`src/rtl/pio_irq_bank_if.sv`:
```
// Avalon-MM slave bus bundle for pio_irq_bank: 3-bit word address, 32-bit data,
// fixed read latency of one cycle.
interface pio_irq_bank_if;
    logic [2:0]  avs_address;
    logic        avs_read;
    logic        avs_write;
    logic [31:0] avs_writedata;
    logic [31:0] avs_readdata;

    modport master (
        output avs_address, avs_read, avs_write, avs_writedata,
        input  avs_readdata
    );

    modport slave (
        input  avs_address, avs_read, avs_write, avs_writedata,
        output avs_readdata
    );
endinterface

```
`src/rtl/pio_irq_bank.sv`:
```
// Avalon-MM parallel I/O bank: output register with atomic set/clear, synchronised
// inputs, per-bit edge capture and masked level IRQ. Optional input debounce: PIO_DEBOUNCE_EN.
module pio_irq_bank #(
    parameter int unsigned IN_WIDTH        = 2,
    parameter int unsigned OUT_WIDTH       = 16,
    parameter int unsigned EDGE_MODE       = 0,
    parameter logic        IN_IDLE         = 1'b1,
    parameter logic [31:0] OUT_RESET       = 32'h0,
    parameter int unsigned DEBOUNCE_CYCLES = 50000
) (
    input  logic                 clk_clk,
    input  logic                 reset_reset_n,
    pio_irq_bank_if.slave        avs,
    input  logic [IN_WIDTH-1:0]  pio_in,
    output logic [OUT_WIDTH-1:0] pio_out,
    output logic                 irq
);
    localparam logic [IN_WIDTH-1:0]  IDLE_V    = {IN_WIDTH{IN_IDLE}};
    localparam logic [OUT_WIDTH-1:0] OUT_RST_V = OUT_RESET[OUT_WIDTH-1:0];

    logic [IN_WIDTH-1:0]  r_sync1, r_sync2, r_prev, r_edge_cap, r_mask;
    logic [IN_WIDTH-1:0]  w_in_val, w_edge, w_clr;
    logic [OUT_WIDTH-1:0] r_out;
    logic [31:0]          r_rdata, w_rd_mux;
    logic                 r_irq;
    logic                 w_wr_out, w_wr_mask, w_wr_set, w_wr_clr;

    always_ff @(posedge clk_clk or negedge reset_reset_n) begin
        if (!reset_reset_n) begin
            r_sync1 <= IDLE_V;
            r_sync2 <= IDLE_V;
        end else begin
            r_sync1 <= pio_in;
            r_sync2 <= r_sync1;
        end
    end

`ifdef PIO_DEBOUNCE_EN
    localparam int unsigned     CW      = $clog2(DEBOUNCE_CYCLES + 1);
    localparam logic [CW-1:0]   DB_LAST = CW'(DEBOUNCE_CYCLES - 1);

    logic [IN_WIDTH-1:0] r_deb;
    logic [CW-1:0]       r_cnt [IN_WIDTH];

    // A bit is accepted only after it has differed from the debounced value for
    // DEBOUNCE_CYCLES consecutive cycles; any return to agreement restarts the count.
    always_ff @(posedge clk_clk or negedge reset_reset_n) begin
        if (!reset_reset_n) begin
            r_deb <= IDLE_V;
            for (int unsigned i = 0; i < IN_WIDTH; i++) r_cnt[i] <= '0;
        end else begin
            for (int unsigned i = 0; i < IN_WIDTH; i++) begin
                if (r_sync2[i] != r_deb[i]) begin
                    if (r_cnt[i] == DB_LAST) begin
                        r_deb[i] <= r_sync2[i];
                        r_cnt[i] <= '0;
                    end else begin
                        r_cnt[i] <= r_cnt[i] + CW'(1);
                    end
                end else begin
                    r_cnt[i] <= '0;
                end
            end
        end
    end

    assign w_in_val = r_deb;
`else
    assign w_in_val = r_sync2;
`endif

    always_comb begin
        w_edge = '0;
        case (EDGE_MODE)
            0:       w_edge = ~w_in_val & r_prev;
            1:       w_edge = w_in_val & ~r_prev;
            default: w_edge = (w_in_val & ~r_prev) | (~w_in_val & r_prev);
        endcase
    end

    assign w_wr_out  = avs.avs_write && (avs.avs_address == 3'd1);
    assign w_wr_mask = avs.avs_write && (avs.avs_address == 3'd2);
    assign w_wr_set  = avs.avs_write && (avs.avs_address == 3'd4);
    assign w_wr_clr  = avs.avs_write && (avs.avs_address == 3'd5);
    assign w_clr     = (avs.avs_write && (avs.avs_address == 3'd3))
                       ? avs.avs_writedata[IN_WIDTH-1:0] : '0;

    always_comb begin
        w_rd_mux = '0;
        case (avs.avs_address)
            3'd0:    w_rd_mux[IN_WIDTH-1:0]  = w_in_val;
            3'd1:    w_rd_mux[OUT_WIDTH-1:0] = r_out;
            3'd2:    w_rd_mux[IN_WIDTH-1:0]  = r_mask;
            3'd3:    w_rd_mux[IN_WIDTH-1:0]  = r_edge_cap;
            default: w_rd_mux = '0;
        endcase
    end

    always_ff @(posedge clk_clk or negedge reset_reset_n) begin
        if (!reset_reset_n) begin
            r_prev     <= IDLE_V;
            r_edge_cap <= '0;
            r_mask     <= '0;
            r_out      <= OUT_RST_V;
            r_rdata    <= '0;
            r_irq      <= 1'b0;
        end else begin
            r_prev <= w_in_val;
            // New edge is OR'd in after the W1C so a coincident edge keeps the bit set.
            r_edge_cap <= (r_edge_cap & ~w_clr) | w_edge;
            if (w_wr_mask) r_mask <= avs.avs_writedata[IN_WIDTH-1:0];
            if (w_wr_out)
                r_out <= avs.avs_writedata[OUT_WIDTH-1:0];
            else if (w_wr_set)
                r_out <= r_out | avs.avs_writedata[OUT_WIDTH-1:0];
            else if (w_wr_clr)
                r_out <= r_out & ~avs.avs_writedata[OUT_WIDTH-1:0];
            if (avs.avs_read) r_rdata <= w_rd_mux;
            r_irq <= |(r_edge_cap & r_mask);
        end
    end

    assign avs.avs_readdata = r_rdata;
    assign pio_out          = r_out;
    assign irq              = r_irq;
endmodule

```
`src/flat_wrapper.sv`:
```
// flat-port wrapper written by rule: the top's interface ports become plain ports
module pio_irq_bank_flat 
#(
    parameter int unsigned IN_WIDTH        = 2,
    parameter int unsigned OUT_WIDTH       = 16,
    parameter int unsigned EDGE_MODE       = 0,
    parameter logic        IN_IDLE         = 1'b1,
    parameter logic [31:0] OUT_RESET       = 32'h0,
    parameter int unsigned DEBOUNCE_CYCLES = 50000
)
  (clk_clk, reset_reset_n, pio_in, pio_out, irq, avs_avs_address, avs_avs_read, avs_avs_write, avs_avs_writedata, avs_avs_readdata);
  pio_irq_bank_if avs_i ();
  input  logic clk_clk;
  input  logic reset_reset_n;
  input  logic [IN_WIDTH-1:0] pio_in;
  output logic [OUT_WIDTH-1:0] pio_out;
  output logic irq;
  input wire logic [$bits(avs_i.avs_address)-1:0] avs_avs_address;
  input wire logic [$bits(avs_i.avs_read)-1:0] avs_avs_read;
  input wire logic [$bits(avs_i.avs_write)-1:0] avs_avs_write;
  input wire logic [$bits(avs_i.avs_writedata)-1:0] avs_avs_writedata;
  output wire logic [$bits(avs_i.avs_readdata)-1:0] avs_avs_readdata;
  assign avs_i.avs_address = avs_avs_address;
  assign avs_i.avs_read = avs_avs_read;
  assign avs_i.avs_write = avs_avs_write;
  assign avs_i.avs_writedata = avs_avs_writedata;
  assign avs_avs_readdata = avs_i.avs_readdata;
  pio_irq_bank #(.IN_WIDTH(IN_WIDTH), .OUT_WIDTH(OUT_WIDTH), .EDGE_MODE(EDGE_MODE), .IN_IDLE(IN_IDLE), .OUT_RESET(OUT_RESET), .DEBOUNCE_CYCLES(DEBOUNCE_CYCLES)) u_core (.clk_clk(clk_clk), .reset_reset_n(reset_reset_n), .avs(avs_i), .pio_in(pio_in), .pio_out(pio_out), .irq(irq));
endmodule
```
`config.mk`:
```
export PLATFORM = sky130hd
export DESIGN_NAME = pio_irq_bank_flat
export DESIGN_NICKNAME = d
export VERILOG_FILES = /design/src/rtl/pio_irq_bank_if.sv /design/src/rtl/pio_irq_bank.sv /design/src/flat_wrapper.sv
export SDC_FILE = /design/constraint.sdc
export NUM_CORES = 1
export LEC_CHECK = 0
export BUFFER_PORTS_ARGS = -buffer_cell sky130_fd_sc_hd__buf_2
export CELL_PAD_IN_SITES_DETAIL_PLACEMENT = 1
export CELL_PAD_IN_SITES_GLOBAL_PLACEMENT = 1
export CORE_AREA = 3 3 81 83
export CTS_CLUSTER_DIAMETER = 50
export DETAILED_ROUTE_END_ITERATION = 8
export DIE_AREA = 0 0 84 86
export PLACE_DENSITY_LB_ADDON = 0.1
export SLEW_MARGIN = 10
export SYNTH_ARGS = -nofsm -noshare
export SYNTH_HDL_FRONTEND = slang
export SYNTH_SLANG_ARGS = --single-unit
```
`constraint.sdc`:
```
create_clock -name clk_clk -period 2 [get_ports clk_clk]
set_clock_uncertainty 0.05 [all_clocks]
set_input_delay 0 -clock clk_clk [delete_from_list [all_inputs] [get_ports clk_clk]]
set_output_delay 0 -clock clk_clk [all_outputs]
set_load 0.02 [all_outputs]
```
==> results of run 1 <==
-- repair_timing --
item | CTS | global route
endpoints found under the setup margin | 0 | 0
hold buffers | 20 | 0
hold endpoints to repair | 44 | 0
buffers inserted | 0 | 0
-- placed cells by master, fill, tap and decap left out --
cell type,synthesis,final
sky130_fd_sc_hd__and4b_2,1,1
sky130_fd_sc_hd__nor2_4,1,1
sky130_fd_sc_hd__o22ai_1,15,15
sky130_fd_sc_hd__conb_1,1,16
sky130_fd_sc_hd__nor3b_4,1,1
sky130_fd_sc_hd__dfrtp_1,37,37
sky130_fd_sc_hd__dlygate4sd3_1,0,20
sky130_fd_sc_hd__inv_1,5,5
sky130_fd_sc_hd__nand2_1,35,35
sky130_fd_sc_hd__buf_4,18,3
sky130_fd_sc_hd__a21oi_1,15,15
sky130_fd_sc_hd__o22ai_2,1,1
sky130_fd_sc_hd__mux2_2,2,2
sky130_fd_sc_hd__clkinv_2,0,1
sky130_fd_sc_hd__nand2b_4,1,1
sky130_fd_sc_hd__nand4bb_1,1,1
sky130_fd_sc_hd__a22o_1,17,17
sky130_fd_sc_hd__dfstp_2,6,6
sky130_fd_sc_hd__mux4_1,2,2
sky130_fd_sc_hd__buf_2,1,57
sky130_fd_sc_hd__or2_1,1,1
sky130_fd_sc_hd__nor2b_1,1,1
sky130_fd_sc_hd__a21oi_2,1,1
sky130_fd_sc_hd__clkbuf_1,1,1
sky130_fd_sc_hd__clkbuf_8,0,6
sky130_fd_sc_hd__o2bb2ai_1,2,2
sky130_fd_sc_hd__nand4b_2,1,1
-- final cells by class --
| type | instances | area (um2) | area share (%) |
|---|---|---|---|
| timing repair buffer | 80 | 508 | 20.2 |
| multi-input combinational | 114 | 717 | 28.5 |
| inverter | 5 | 18.8 | 0.747 |
| clock buffer | 7 | 86.3 | 3.44 |
| clock inverter | 1 | 5.00 | 0.199 |
| sequential | 43 | 1080 | 43.1 |
| tap | 75 | 93.8 | 3.74 |
-- power by group through the flow --
stage / sequential, W / clock, W / combinational (W)
after floorplan: 0.00114 / 0 / 0.000219
after global placement: 0.00106 / 0 / 0.000434
after detailed placement: 0.00107 / 0 / 0.000451
after CTS: 0.00105 / 0.000606 / 0.000482
after global routing: 0.00107 / 0.000655 / 0.000520
final: 0.00105 / 0.000572 / 0.000474
-- cell families after synthesis --
kind of cell / share of synthesized area, %
muxes: 3.80
other: 0.190
AOI/OAI and AO/OA: 18.0
DFF: 54.8
and+or+nand+nor: 11.4
buffers and inverters: 11.8
-- worst reg2reg max path, cell delays in order (launching register included) --
cell,delay [ns]
sky130_fd_sc_hd__dfrtp_1,0.42
sky130_fd_sc_hd__mux4_1,0.51
sky130_fd_sc_hd__inv_1,0.08
sky130_fd_sc_hd__o2bb2ai_1,0.05
-- per-layer routing --
layer	part of all wire [%]	global-route usage [%]	routed length (um)	vias to the layer above
met1	44	18.9	2240	801
met5	0	0	0	-
li1	-	-	-	728
met4	1.3	4.39	66	0
met2	49	25.5	2470	61
met3	6.2	4.13	317	5
-- per-stage QoR --
step,util [%],power [W],area (um2),std cells
5_1_grt,42.4,0.00224,2510,325
4_1_cts,42.4,0.00214,2510,325
2_1_floorplan,-,0.00136,2030,188
6_report,42.4,0.00209,2510,325
3_3_place_gp,37.5,0.00149,2220,297
3_5_place_dp,37.5,0.00152,2220,297
-- worst paths after layout --
check / endpoint / slack [ns] / cells after the start
setup / recovery: u_core.avs.avs_readdata[10] / 0.60 / 5
hold / removal: u_core.avs.avs_readdata[1] / 0.05 / 3
setup reg to reg: u_core.avs.avs_readdata[1] / 0.77 / 3
max in group asynchronous: u_core.r_prev[0] / 1.02 / 3
hold reg to reg: u_core.r_sync2[1] / 0.31 / 0
min in group asynchronous: asynchronous set/reset pin / 0.14 / 2
==> results.cfg, run 1 <==
[clocking]
tritoncts = yes
cts-htree-levels = 2
worst_skew_pair.late_latency_ns = 0.30
numCtsBuffers = 5
clockBufferDepth = 2
clock-sinks = 43
postCtsResizedCells = 0
worst_setup_hold_path_clk_slew_ns = 0.07
clk_root_buffer_cell = sky130_fd_sc_hd__clkbuf_8

[synthesis]
yosysSeqAreaShare_pct = 54.8
synth.yosys.warnings = 0
ys_ff_latch = 43
synth.top_cells.by_area = sky130_fd_sc_hd__dfrtp_1 (47%), sky130_fd_sc_hd__dfstp_2 (8.0%), sky130_fd_sc_hd__a22o_1 (7.5%), sky130_fd_sc_hd__buf_4 (6.8%), sky130_fd_sc_hd__nand2_1 (6.6%)
most_common_cell_in_the_synthesized_netlist = sky130_fd_sc_hd__dfrtp_1
synthDominantCellAreaShare_pct = 46.8
synthesis.instances = 173
syn-cell-area_mm2 = 0.00198
synth.lib_cells_used.distinct = 27
synth_edf_count = 0
synth.top_cells.by_count = sky130_fd_sc_hd__dfrtp_1 (37), sky130_fd_sc_hd__nand2_1 (35), sky130_fd_sc_hd__buf_4 (18)
synthFlopType = sky130_fd_sc_hd__dfrtp_1
ys_async_rst_share_pct = 100
syn-mean-instance-area_um2 = 11.4
synth_area_leader_cell = sky130_fd_sc_hd__dfrtp_1

[worst_setup_path]
crit_chain = dlygate4sd3_1, buf_2, nand2b_4, nor3b_4, a22o_1
worstSetupPathType = input pin to flip-flop
worstSetupStartpointType = input pin
cp_slowest_cell = sky130_fd_sc_hd__nor3b_4
critPathCaptureType = flip-flop
worst_path_dominant_cell_family = simple AND/OR/NAND/NOR gates
crit_path_max_fanout = 14
arrival_worst_endpoint_ns = 1.58
worst_setup_path_startpoint = avs_avs_read
cp_data_required_time_ns = 2.18
cpPeakStageDelay_ns = 0.61
critPathBufInv = 2

[drt]
ant_nets = 0
dr.first_iter.drc_count = 62
detailedRoute.firstPassIterationCount = 4
vias = 1595
routed_wirelength_um = 5090
viasPerCell = 4.91
routedWlPerCell_um = 15.7
remaining_drc_errors = 0

[sta]
layout_worst_path_cycle_share_pct = 70.0
setup_ws_ns = 0.600
finalSetupTns_ns = 0
slew_viol_final = 0
relSlewSlack_pct = 49.8
fin_crit_ns = 1.40
rsz0062_at_grt = false
setup_violations = 0
worst_slew_pin_slew_ns = 0.753
hold_viol = 0
highest_clock_rate_ghz = 0.714
hold_slack_ns = 0.0549

[placement]
place_congestion = 0.760
placement.io_buffers = 57
preCtsSetupSlack_ns = 0.581
place_hpwl_um = 3660

[floorplan]
placementRows = 28
core_area_mm2 = 0.00592
die_height_um = 86
die_area_mm2 = 0.00722
design.portCount = 90
die-width_um = 84
floorplan.initialDensity_pct = 33.4

[power_and_ir_drop]
combinationalPowerShare_pct = 22.6
power_density_mw_per_mm2 = 833
p_sw_share_pct = 31.5
power.internal_w = 0.00143
vdd_ir_drop_max_uv = 334
power.share.sequential_pct = 50.1
clock_power_share_pct = 27.3
switching_power_total_w = 0.000660
p_leak_nw = 1.30

[worst_hold_path]
hold_start = avs_avs_address[2]
worst_hold_path_type = input pin to flip-flop

[global_route]
grt_start_max_net_pins = 24
antenna_found_initial = 0
grt_pass1_vias = 1689
globalRoute.totalOverflow = 0
wire_length_of_the_first_global_routing_pass_um = 8610
grtUsageTotal_pct = 15.0

[cells_and_area]
fillCellCount = 696
post_route_cells_drive_above_1_share_pct = 32.8
area_growth_from_synthesis_to_layout_pct = 27.1
design.final.nets = 290
num_antenna_cells = 0

[run_status]
outcome = finished clean

[job]
max_cap_violations = 0
Note: power is estimated with default switching activity, not from simulation.
==> run 2: changes to the inputs <==
==> constraint.sdc (replaced) <==
create_clock -name clk_clk -period 1.3 [get_ports clk_clk]
set_clock_uncertainty 0.05 [all_clocks]
set_input_delay 0 -clock clk_clk [delete_from_list [all_inputs] [get_ports clk_clk]]
set_output_delay 0 -clock clk_clk [all_outputs]
set_load 0.02 [all_outputs]
==> run 2 against run 1 <==
Compared with the run above: die area stayed put; count of clock-buffer cells in the layout shrank 1; sequential share of layout area down 1.7 points; sequential cell count unchanged; global-route usage is 0.34 points higher; combinational power up 57%; design area increased by 4.1%; critical path depth is 2 lower.
==> results.cfg, run 2 (synthesis gave the netlist of run 1 again) <==
[worst_setup_path]
cpPeakStageDelay_ns = 0.53
worst_path_dominant_cell_family = multiplexers
critical_path.reg2reg.endpoint = u_core.avs.avs_readdata[1]
critPathCaptureType = flip-flop
reg2reg_slack_ns = 0.06
worst_setup_path_endpoint = u_core.avs.avs_readdata[1]
arrival_worst_endpoint_ns = 1.37
crit_chain = mux4_1, inv_1, o2bb2ai_1
cp_slowest_cell = sky130_fd_sc_hd__mux4_1
crit_path_max_fanout = 4
cp.depth = 3
cp_data_required_time_ns = 1.43
worstSetupPathType = flip-flop to flip-flop
worstRegToRegCells = 3
worstSetupStartpointType = flip-flop
critPathBufInv = 1

[clocking]
clock-sinks = 43
numCtsBuffers = 5
worst_skew_pair.late_latency_ns = 0.28
clk_root_buffer_cell = sky130_fd_sc_hd__clkbuf_8
worst_setup_hold_path_clk_slew_ns = 0.08
clockBufferDepth = 2
cts-htree-levels = 2
tritoncts = yes
post_cts.repair.setup_buffers = 0

[power_and_ir_drop]
vdd_ir_drop_max_uv = 552
power_density_mw_per_mm2 = 1370
p_leak_nw = 1.36

[cells_and_area]
final_core_util_pct = 44.2
area_growth_from_synthesis_to_layout_pct = 32.3
design.final.nets = 298
layout.cells.most_common_list = sky130_fd_sc_hd__buf_2 (57), sky130_fd_sc_hd__dfrtp_1 (37), sky130_fd_sc_hd__nand2_1 (35)
num_antenna_cells = 0
post_route_cells_drive_above_1_share_pct = 35.3
total_area_of_multi_input_combinational_cells_um2 = 719
fillCellCount = 682
final_common_cell = sky130_fd_sc_hd__buf_2
final-seq-area_mm2 = 0.00108

[global_route]
grtUsageTotal_pct = 15.4
antenna_found_initial = 0
wire_length_of_the_first_global_routing_pass_um = 8770
grt_pass1_vias = 1713
globalRoute.totalOverflow = 0
grt_start_max_net_pins = 24

[drt]
remaining_drc_errors = 0
highest_layer = met4
routedWlPerCell_um = 15.7
viasPerCell = 4.80
vias = 1597
detailedRoute.firstPassIterationCount = 4
wl_met1_um = 2380
ant_nets = 0
met2WireLength_um = 2510
met3WireLength_um = 302
dr.first_iter.drc_count = 74
routed_wirelength_um = 5240

[sta]
slew_viol_final = 0
finalSetupTns_ns = 0
rsz0062_at_grt = false
relSlewSlack_pct = 53.7
layout_worst_path_cycle_share_pct = 95.5
hold_slack_ns = 0.0569
worst_slew_pin_slew_ns = 0.691
fin_crit_ns = 1.24
hold_viol = 0
highest_clock_rate_ghz = 0.805
setup_violations = 0

[floorplan]
die-width_um = 84
floorplan.initialDensity_pct = 33.4
core_area_mm2 = 0.00592
design.portCount = 90
die_area_mm2 = 0.00722
placementRows = 28
die_height_um = 86

[job]
max_cap_violations = 0

[placement]
place_congestion = 0.764
place_hpwl_um = 3840
placement.io_buffers = 57

[worst_hold_path]
worst_hold_path_type = input pin to flip-flop

[run_status]
outcome = finished clean
-- run 2: cell count changes in the layout (fill, tap and decap cells not counted) --
cell | before | now
sky130_fd_sc_hd__nor2b_1 | 1 | 0
sky130_fd_sc_hd__clkinv_2 | 1 | 0
sky130_fd_sc_hd__buf_4 | 3 | 11
sky130_fd_sc_hd__nor2b_2 | 0 | 1
sky130_fd_sc_hd__bufinv_16 | 0 | 2
sky130_fd_sc_hd__clkbuf_8 | 6 | 5
-- run 2: what timing repair did --
| action | 4_1_cts | 5_1_grt |
|---|---|---|
| gates resized for setup | 0 | 1 |
| endpoints found under the hold margin | 45 | 0 |
| hold buffers | 20 | 0 |
| endpoints found under the setup margin | 0 | 14 |
-- run 2: area by class of cell --
type	instances	share of cell area [%]
multi-input cells	114	27.5
flip-flops and latches	43	41.4
clock buffers	6	2.77
repair buffers	88	21.7
clock inverters	2	2.30
well taps	75	3.59
inverters	5	0.717
-- run 2: worst register-to-register path: stages, from the launching register on --
cell and delay, ns:
sky130_fd_sc_hd__dfrtp_1 0.43, sky130_fd_sc_hd__mux4_1 0.53, sky130_fd_sc_hd__inv_1 0.08, sky130_fd_sc_hd__o2bb2ai_1 0.05
-- run 2: worst min-delay path by stage --
| stage | to | cells after the start | slack [ns] | start |
|---|---|---|---|---|
| 2_1_floorplan | asynchronous set/reset pin | 0 | -0.35 | reset_reset_n |
| 3_3_place_gp | u_core.irq | 1 | -0.05 | reset_reset_n |
| 4_1_cts | u_core.avs.avs_readdata[1] | 3 | 0.06 | avs_avs_address[2] |
| 5_1_grt | u_core.avs.avs_readdata[0] | 3 | 0.08 | avs_avs_address[2] |
| 3_5_place_dp | u_core.avs.avs_readdata[1] | 1 | -0.05 | reset_reset_n |
| 6_report | u_core.avs.avs_readdata[1] | 3 | 0.06 | avs_avs_address[2] |
-- run 2: layer usage --
layer | GRT usage [%] | up-vias
li1 | - | 751
met3 | 3.65 | 4
met2 | 25.9 | 59
met4 | 4.24 | 0
met5 | 0 | -
met1 | 19.9 | 783
-- run 2: power by group --
| group | leakage [nW] | switching, W | internal, W |
|---|---|---|---|
| logic | 0.754 | 0.000444 | 0.000301 |
| clock network | 0.0654 | 0.000444 | 0.000768 |
| registers | 0.536 | 0.000129 | 0.00149 |
-- run 2: stage by stage --
stage / cells / cell area (um2) / total power (W) / worst slack, ns
after floorplan: 188 / 2030 / 0.00209 / 0.0616
after global placement: 305 / 2280 / 0.00231 / -0.146
after detailed placement: 305 / 2280 / 0.00235 / -0.216
after CTS: 333 / 2610 / 0.00362 / 0.0500
after global routing: 333 / 2620 / 0.00376 / 0.00604
final: 333 / 2620 / 0.00357 / 0.0583
==> run 3: changes to the inputs <==
--- a/config.mk
+++ b/config.mk
@@ -8,10 +8,11 @@
 export BUFFER_PORTS_ARGS = -buffer_cell sky130_fd_sc_hd__buf_2
 export CELL_PAD_IN_SITES_DETAIL_PLACEMENT = 1
 export CELL_PAD_IN_SITES_GLOBAL_PLACEMENT = 1
-export CORE_AREA = 3 3 81 83
+export CORE_AREA = 3 3 86 88
 export CTS_CLUSTER_DIAMETER = 50
 export DETAILED_ROUTE_END_ITERATION = 8
-export DIE_AREA = 0 0 84 86
+export DIE_AREA = 0 0 89 91
+export GPL_TIMING_DRIVEN = 0
 export PLACE_DENSITY_LB_ADDON = 0.1
 export SLEW_MARGIN = 10
 export SYNTH_ARGS = -nofsm -noshare
==> run 3 against run 2 <==
Compared with the run above: design area increased by 3.7%; total power shrank 6.6%; sequential share of layout area fell by 1.5 points.
==> results.cfg, run 3 (synthesis gave the netlist of run 1 again) <==
[worst_hold_path]
min_path_cells = 4
worst_hold_path_type = input pin to flip-flop
hold_start = avs_avs_read
holdPathEnd = u_core.avs.avs_readdata[9]

[global_route]
grt_pass1_vias = 1677
gr-usage-met2_pct = 22.7
use_met3_pct = 2.99
antenna_found_initial = 0
grt_start_max_net_pins = 44
grtUsageTotal_pct = 13.8
gr-max-usage-layer = met2
wire_length_of_the_first_global_routing_pass_um = 8740
globalRoute.totalOverflow = 0
use_met1_pct = 18.5

[placement]
preCtsSetupSlack_ns = 0.0508
place_hpwl_um = 3720
place_congestion = 0.735
dp_cells = 324
placement.io_buffers = 56

[worst_setup_path]
crit_path_max_fanout = 4
cp_slowest_cell = sky130_fd_sc_hd__mux4_1
worstRegToRegCells = 3
worstSetupStartpointType = flip-flop
arrival_worst_endpoint_ns = 1.35
critPathCaptureType = flip-flop
critical_path.reg2reg.endpoint = u_core.avs.avs_readdata[1]
cp_data_required_time_ns = 1.43
reg2reg_slack_ns = 0.08
worstSetupPathType = flip-flop to flip-flop
cpPeakStageDelay_ns = 0.53
crit_chain = mux4_1, inv_1, o2bb2ai_1

[cells_and_area]
layout.cells.most_common_list = sky130_fd_sc_hd__buf_2 (57), sky130_fd_sc_hd__dfrtp_1 (37), sky130_fd_sc_hd__nand2_1 (35)
post_route_cells_drive_above_1_share_pct = 37.9
area_growth_from_synthesis_to_layout_pct = 37.3
final_common_cell = sky130_fd_sc_hd__buf_2
design.final.nets = 312
num_antenna_cells = 0
final-instance-count-excl-fill = 352

[floorplan]
placementRows = 30
die-width_um = 89
core_area_mm2 = 0.00672
floorplan.initialDensity_pct = 29.4
design.portCount = 90
die_area_mm2 = 0.00810
die_height_um = 91

[clocking]
postCtsResizedCells = 0
numCtsBuffers = 5
clk_root_buffer_cell = sky130_fd_sc_hd__clkbuf_8
cts-htree-levels = 2
cts_hold_buf = 20
tritoncts = yes
clock-sinks = 43
worst_skew_pair.late_latency_ns = 0.29
clockBufferDepth = 2
worst_setup_hold_path_clk_slew_ns = 0.08
post_cts.repair.setup_buffers = 0

[sta]
fin_crit_ns = 1.22
rsz0062_at_grt = false
worst_slew_pin_slew_ns = 0.986
hold_viol = 0
layout_worst_path_cycle_share_pct = 94.0
finalSetupTns_ns = 0
highest_clock_rate_ghz = 0.819
setup_violations = 0
slew_viol_final = 0
setup_ws_ns = 0.0783
relSlewSlack_pct = 34.2
hold_slack_ns = 0.115

[power_and_ir_drop]
power_density_mw_per_mm2 = 1230
vdd_ir_drop_max_uv = 396
p_leak_nw = 1.43

[drt]
detailedRoute.firstPassIterationCount = 4
viasPerCell = 4.63
dr.first_iter.drc_count = 29
routed_wirelength_um = 5420
vias = 1630
routedWlPerCell_um = 15.4
ant_nets = 0
remaining_drc_errors = 0

[run_status]
outcome = finished clean

[job]
max_cap_violations = 0
==> run 3: layer usage <==
layer  wire, um  vias to the layer above
li1           -                      773
met1       2480                      803
met2       2640                       49
met3        256                        5
met4         44                        0
met5          0                        -
==> run 3: worst max-delay path by stage <==
stage | startpoint | cells after the start | to
floorplan | flip-flop | 3 | u_core.avs.avs_readdata[0]
CTS | flip-flop | 3 | u_core.avs.avs_readdata[1]
finish | flip-flop | 3 | u_core.avs.avs_readdata[1]
global route | flip-flop | 3 | u_core.avs.avs_readdata[0]
global placement | avs_avs_read | 4 | u_core.avs.avs_readdata[13]
detailed placement | avs_avs_read | 4 | u_core.avs.avs_readdata[15]
==> run 3: cell type report <==
type                       count  area, um2
clock buffer                   8        100
multi-input combinational    114        717
buffer                        26        214
timing repair buffer          76        480
sequential                    43       1080
tap                           80        100
fill                         780       4010
inverter                       5       18.8
==> run 3: metrics by stage <==
stage	power [W]	area, um2	util, %
floorplan	0.00209	2030	-
global placement	0.00237	2410	35.9
detailed placement	0.00239	2410	35.9
CTS	0.00338	2710	40.4
global route	0.00354	2710	40.4
finish	0.00334	2710	40.4
==> run 3: where the power goes <==
group / switching, W / internal [W] / total (W)
clock: 0.000453 / 0.000486 / 0.000938
combinational: 0.000445 / 0.000334 / 0.000779
sequential: 0.000132 / 0.00149 / 0.00162
==> run 3: critical path: cells and delay by family, from the launching register on <==
kind | cells | cell delay [ns]
AO/OA/AOI/OAI | 1 | 0.06
buffers and inverters | 1 | 0.07
flip-flops | 1 | 0.41
multiplexers | 1 | 0.53
